**config.mk**
```make
export PLATFORM = sky130hd
export DESIGN_NAME = mem_arbiter
export DESIGN_NICKNAME = d
export VERILOG_FILES = /design/src/rtl/nes_mem_pkg.sv /design/src/rtl/rr_arb2.sv /design/src/rtl/mem_arbiter.sv
export SDC_FILE = /design/constraint.sdc
export NUM_CORES = 1
export LEC_CHECK = 0
export CAP_MARGIN = 20
export CORE_MARGIN = 2
export CORE_UTILIZATION = 42
export CTS_BUF_LIST = sky130_fd_sc_hd__clkbuf_16
export CTS_CLUSTER_DIAMETER = 100
export CTS_CLUSTER_SIZE = 30
export DETAILED_ROUTE_END_ITERATION = 6
export PLACE_DENSITY = 0.91
export SYNTH_ARGS = -nofsm -noshare
export SYNTH_HDL_FRONTEND = slang
export SYNTH_SLANG_ARGS = --single-unit
```
**constraint.sdc**
```tcl
create_clock -name clock -period 3.2 [get_ports clock]
set_input_delay 0.32 -clock clock [delete_from_list [all_inputs] [get_ports clock]]
set_output_delay 0.32 -clock clock [all_outputs]
set_load 0.02 [all_outputs]
```
**src/rtl/nes_mem_pkg.sv**
```systemverilog
// Shared types and constants for the NES main-memory port: arbiter states,
// requester ids and the address-region prefixes of the main_mem logical space.
package nes_mem_pkg;
  localparam int ADDR_W = 22;

  typedef enum logic [1:0] {IDLE, ISSUE, WAIT, ACK} arb_state_t;

  localparam logic OWNER_CPU = 1'b0;
  localparam logic OWNER_PPU = 1'b1;

  // Region prefixes, MSB-aligned in the 22-bit address.
  localparam logic [0:0] REGION_PRG     = 1'b0;
  localparam logic [1:0] REGION_CHR     = 2'b10;
  localparam logic [3:0] REGION_VRAM    = 4'b1100;
  localparam logic [3:0] REGION_CPURAM  = 4'b1110;
  localparam logic [3:0] REGION_CARTRAM = 4'b1111;

  // Attributes of the access that won arbitration; the address lives
  // separately because its width follows the arbiter parameter.
  typedef struct packed {
    logic       owner;
    logic       we;
    logic [7:0] wdata;
  } acc_t;
endpackage

```
**src/rtl/rr_arb2.sv**
```systemverilog
// Two-way round-robin picker: on a tie the requester that did not win last
// time is chosen; index 0 = CPU, 1 = PPU.
module rr_arb2 (
  input  logic [1:0] req,
  input  logic       last,
  output logic       grant,
  output logic       valid
);
  always_comb begin
    valid = |req;
    grant = 1'b0;
    case (req)
      2'b01:   grant = 1'b0;
      2'b10:   grant = 1'b1;
      2'b11:   grant = ~last;
      default: grant = 1'b0;
    endcase
  end
endmodule

```
**src/rtl/mem_arbiter.sv**
```systemverilog
// Shares the single main_mem port between CPU and PPU: one access in flight,
// round-robin on ties, latency-compensated read capture, req/ack per lane.
module mem_arbiter #(
  parameter int ADDR_W = 22,
  parameter int RD_LAT = 1,
  parameter int WR_LAT = 1
) (
  input  logic              clock,
  input  logic              reset,
  input  logic              load_done,
  input  logic              cpu_req,
  input  logic              cpu_we,
  input  logic [ADDR_W-1:0] cpu_addr,
  input  logic [7:0]        cpu_wdata,
  output logic              cpu_ack,
  output logic [7:0]        cpu_rdata,
  input  logic              ppu_req,
  input  logic              ppu_we,
  input  logic [ADDR_W-1:0] ppu_addr,
  input  logic [7:0]        ppu_wdata,
  output logic              ppu_ack,
  output logic [7:0]        ppu_rdata,
  output logic [ADDR_W-1:0] mem_addr,
  output logic              mem_rd_cpu,
  output logic              mem_rd_ppu,
  output logic              mem_wr,
  output logic [7:0]        mem_d,
  input  logic [7:0]        mem_q_cpu,
  input  logic [7:0]        mem_q_ppu,
  output logic              busy
);
  import nes_mem_pkg::*;

  localparam logic [3:0] RD_CNT = 4'(RD_LAT);
  localparam logic [3:0] WR_CNT = 4'(WR_LAT);

  arb_state_t        state_q, state_d;
  acc_t              acc_q, acc_d;
  logic [ADDR_W-1:0] addr_q, addr_d;
  logic [3:0]        cnt_q, cnt_d;
  logic              last_q, last_d;
  logic [7:0]        cpu_rdata_q, cpu_rdata_d;
  logic [7:0]        ppu_rdata_q, ppu_rdata_d;
  logic              grant, grant_vld;

  rr_arb2 u_rr (
    .req   ({ppu_req, cpu_req}),
    .last  (last_q),
    .grant (grant),
    .valid (grant_vld)
  );

  always_comb begin
    state_d     = state_q;
    acc_d       = acc_q;
    addr_d      = addr_q;
    cnt_d       = cnt_q;
    last_d      = last_q;
    cpu_rdata_d = cpu_rdata_q;
    ppu_rdata_d = ppu_rdata_q;
    case (state_q)
      IDLE: begin
        if (load_done && grant_vld) begin
          acc_d.owner = grant;
          acc_d.we    = (grant == OWNER_PPU) ? ppu_we    : cpu_we;
          acc_d.wdata = (grant == OWNER_PPU) ? ppu_wdata : cpu_wdata;
          addr_d      = (grant == OWNER_PPU) ? ppu_addr  : cpu_addr;
          last_d      = grant;
          state_d     = ISSUE;
        end
      end
      ISSUE: begin
        cnt_d   = acc_q.we ? WR_CNT : RD_CNT;
        state_d = WAIT;
      end
      WAIT: begin
        // The final WAIT cycle is the one in which main_mem data is valid.
        if (cnt_q <= 4'd1) begin
          cnt_d   = 4'd0;
          state_d = ACK;
          if (!acc_q.we) begin
            if (acc_q.owner == OWNER_PPU) ppu_rdata_d = mem_q_ppu;
            else                          cpu_rdata_d = mem_q_cpu;
          end
        end else begin
          cnt_d = cnt_q - 4'd1;
        end
      end
      ACK:     state_d = IDLE;
      default: state_d = IDLE;
    endcase
  end

  always_ff @(posedge clock) begin
    if (reset) begin
      state_q     <= IDLE;
      acc_q       <= '0;
      addr_q      <= '0;
      cnt_q       <= '0;
      last_q      <= OWNER_PPU;
      cpu_rdata_q <= '0;
      ppu_rdata_q <= '0;
    end else begin
      state_q     <= state_d;
      acc_q       <= acc_d;
      addr_q      <= addr_d;
      cnt_q       <= cnt_d;
      last_q      <= last_d;
      cpu_rdata_q <= cpu_rdata_d;
      ppu_rdata_q <= ppu_rdata_d;
    end
  end

  assign busy       = (state_q != IDLE);
  assign mem_addr   = addr_q;
  assign mem_d      = acc_q.wdata;
  assign mem_rd_cpu = (state_q == ISSUE) && !acc_q.we && (acc_q.owner == OWNER_CPU);
  assign mem_rd_ppu = (state_q == ISSUE) && !acc_q.we && (acc_q.owner == OWNER_PPU);
  assign mem_wr     = (state_q == ISSUE) &&  acc_q.we;
  assign cpu_ack    = (state_q == ACK) && (acc_q.owner == OWNER_CPU);
  assign ppu_ack    = (state_q == ACK) && (acc_q.owner == OWNER_PPU);
  assign cpu_rdata  = cpu_rdata_q;
  assign ppu_rdata  = ppu_rdata_q;

  always @(posedge clock) begin
    assert (RD_LAT >= 1 && RD_LAT <= 15 && WR_LAT >= 1 && WR_LAT <= 15)
      else $error("mem_arbiter: RD_LAT/WR_LAT outside 1..15");
  end
endmodule

```
==> impl_summary.txt <==
----------------------------------------------------
[Clock tree]
  Hold bufs inserted after CTS ... 0
  Master cell of the clock root buffer ... clkbuf_16
  Number of levels the H-tree was split into ... 2
  Max clock buf depth ... 2
  Post-cts resize count ... 0
  Number of sinks driven by the clock tree ... 55
  Clock latency at the later pin of the worst-skew pair ... 280 ps
  Number of buffers created by CTS ... 5
  Post-CTS setup-driven buffer insertion count ... 0
  TritonCTS clock tree ... yes
  Clk pin slew, worst setup/hold paths ... around 70 ps

[Synth]
  Fraction of registers with async set/reset ... 0%
  Synth Flop Type ... dfxtp_1
  Part of the Yosys area used for sequential elements ... roughly 45%
  Number of distinct library cell variants in the gate-level netlist after synthesis ... 32
  Number of nets produced by synthesis ... 386
  Synth warn ... 0
  Synth area leaders ... dfxtp_1 45%, a211oi_1 9.1%, nor2_1 7.6%
  Proportion of netlist area held by the largest area contributor ... ~45%
  Most numerous cell types in the synthesized netlist ... 55 x dfxtp_1, 50 x nor2_1, 40 x nand2_1, 37 x a21oi_1, 30 x a211oi_1
  Syn_area_per_cell ... 8.30 sq um
  Post-synthesis register bit count ... 55
  Count of flip-flops with a built-in enable after synthesis ... 0
  Count of mapped cells out of synthesis ... 297
  Top-count cell post-synth ... dfxtp_1
  Synth area leader ... dfxtp_1
  Post-synthesis instance area ... between 0.002 and 0.0025 sq mm

[Place]
  Standard cell area after detailed placement ... approximately 0.0038 sq mm
  Worst slack at placement ... between 900 and 1000 ps
  Port Buffer Count ... between 100 and 150
  RePlAce Congestion ... roughly 0.8
  Dpl hpwl ... 5200 um

[Min path]
  Hold depth ... 2
  Tightest Hold Check Type ... flip-flop to flip-flop

[Setup path]
  Largest driver fanout on the critical path ... 8
  Signal arrival time at the worst endpoint ... roughly 2300 ps
  R2R cell count ... 6
  Startpoint types ... flip-flop
  Delay contributed by the slowest stage of the critical path ... 580 ps
  Worst setup EP type ... flip-flop
  Cell with the largest stage delay on the worst path ... or3b_1
  Cell family with most CP delay ... simple AND/OR/NAND/NOR gates
  Kind of critical path ... flip-flop to flip-flop
  Data required time of the worst path ... around 3300 ps
  Critical path, cell by cell ... inv_1 > ha_1 > or4b_4 > or3b_1 > mux2i_1 > nor2_1
  Buffering stage count on the worst path with inverters included ... 1
  Stages on worst setup path ... 6

[Timing]
  Max-slew violation count ... 0
  Final period utilization ... 67.1%
  Worst clock skew ... about 5 ps
  Headroom to the max-slew limit ... between 30% and 40%
  Number of hold violations in the final report ... 0
  Final setup TNS ... 0 ps
  RSZ-0062 raised after global routing ... no
  Worst-margin pin slew ... 979 ps
  Final Setup Violations ... 0
  Min setup slack post-route ... between 1000 and 1500 ps
  Minimum period implied by the final worst setup slack ... 2150 ps
  Achievable Freq ... approximately 470 MHz

[Power]
  Leakage component of the power ... 1.54 nW
  Power per Cell Area ... 673 mW/mm^2
  Peak VDD IR ... ~0.34 mV

[Global route]
  Via count of the first global-routing pass ... around 2,500
  Global Route Usage Sum ... 21.0%
  Largest net degree at the start of global routing ... 57
  Wire length of the first global-routing pass ... roughly 11,000 um
  Grt total ovfl ... 0
  Number of antenna violations at the first check in global routing ... 0

[Cells and area]
  Total Nets Final ... roughly 500
  Share of layout cells above drive strength 1 ... 4.12%
  P&R area growth vs syn ... 58.5%
  Number of diodes added for antenna fixing ... 0
  Post-route cell area ... about 0.0039 sq mm

[Detailed routing]
  Avg Vias per Cell ... 5.19
  Post-detailed-routing wire length ... between 6000 and 7000 um
  Residual antenna-violating net count after detailed routing ... 0
  1st-iter DRT viols ... between 100 and 150
  Routed vias ... between 2,000 and 3,000
  Post-route DRC violation count ... 0
  Average routed wire per standard cell ... roughly 14 um
  TritonRoute pass-1 iters ... 4

[Flow run]
  Max-cap violations ... 0

[Floorplanning]
  I/O Pins ... 135
  Die boundary width ... between 80 and 90 um
  Placeable core area ... 0.00557 sq mm
  Area of the die ... roughly 0.0065 sq mm
  Die height ... ~81 um
  Initial core utilization ... 44.2%
  Count of standard-cell rows ... 27

[Status]
  Result of the run ... finished, final reports clean

----------------------------------------------------
-- kinds of logic (layout without fill, tap and decap cells) --
group | Yosys count | in the layout | synth area share (%)
AND/OR/NAND/NOR | 108 | 108 | 19.3
buffers and inverters | 36 | 152 | 7.10
AO/OA/AOI/OAI | 75 | 75 | 19.0
flip-flops | 55 | 55 | 44.6
adder cells (fa/ha/maj) | 6 | 6 | 3.04
multiplexers | 17 | 17 | 6.90
-- tightest hold or removal path: stages, from the launching register on --
cell and delay [ps]:
dfxtp_1 320, mux2i_1 60, nor2_1 70
-- state kept, by name, indices dropped and copies added, names as in the netlist --
register / count
acc_q: 2
ppu_rdata: 8
last_q: 1
cpu_rdata: 8
state_q: 2
mem_d: 8
cnt_q: 4
mem_addr: 22
-- layout make-up --
type                            instances  area (sq um)
Clock buffer                            5           125
Clock inverter                          3          12.5
Fill cell                             481          1660
Inverter                                6          22.5
Multi-Input combinational cell        206          1190
Sequential cell                        55          1100
Tap cell                               72          90.1
Timing Repair Buffer                  138          1370
-- path summary, 6_finish.rpt --
| check | from | endpoint | slack, ps |
|---|---|---|---|
| max reg2reg | state_q[0]$_SDFFE_PP0P_ | ppu_rdata[1]$_SDFFE_PP0P_ | 1050 |
| max | state_q[0]$_SDFFE_PP0P_ | ppu_rdata[1]$_SDFFE_PP0P_ | 1050 |
| min | cpu_rdata[6]$_SDFFE_PP0P_ | cpu_rdata[6]$_SDFFE_PP0P_ | 490 |
| min reg2reg | cpu_rdata[6]$_SDFFE_PP0P_ | cpu_rdata[6]$_SDFFE_PP0P_ | 490 |
-- stage by stage --
stage	total power, mW	hold slack, ps	instances	util, %
floorplan	1.67	438	297	-
global placement	2.10	473	477	67.7
detailed placement	2.14	481	477	67.7
CTS	2.65	496	485	70.1
global route	2.80	517	485	70.1
finish	2.63	492	485	70.1
-- power breakdown --
group | leakage [nW] | switching, mW | internal (mW)
combinational | 1.02 | 0.637 | 0.563
clock | 0.0762 | 0.225 | 0.283
sequential | 0.450 | 0.0935 | 0.831
total | 1.54 | 0.956 | 1.68
-- per-layer routing --
metal  vias to the layer above  routed length, um  part of all wire [%]  global-route usage (%)
li1                       1233                  -                     -                       -
met1                      1184               2650                    38                    21.4
met2                        95               3600                    52                    40.4
met3                         6                567                   8.2                    6.85
met4                         0                 80                   1.2                    5.76
met5                         -                  0                     0                       0
-- layout by cell type (no fill, tap or decap) --
master / instances
nor3_1: 1
ha_1: 6
nor3b_1: 1
o21a_1: 1
clkinv_2: 1
a21oi_1: 37
inv_1: 8
nor2b_1: 1
nand3b_1: 1
or3b_1: 1
nand4_1: 1
dfxtp_1: 55
nor2_1: 49
a311oi_1: 1
nor2_2: 2
buf_2: 1
o21ai_0: 1
and3b_1: 1
nand2b_1: 3
mux2i_1: 17
clkdlybuf4s50_1: 133
or4b_4: 1
nand4b_1: 1
o31a_2: 2
nand2_1: 40
o21ai_1: 2
or2_1: 1
clkbuf_16: 5
a211oi_1: 30
and2_1: 3
o22ai_1: 1
buf_4: 4
nor3_4: 1
Power figures use the tool's default switching activity.
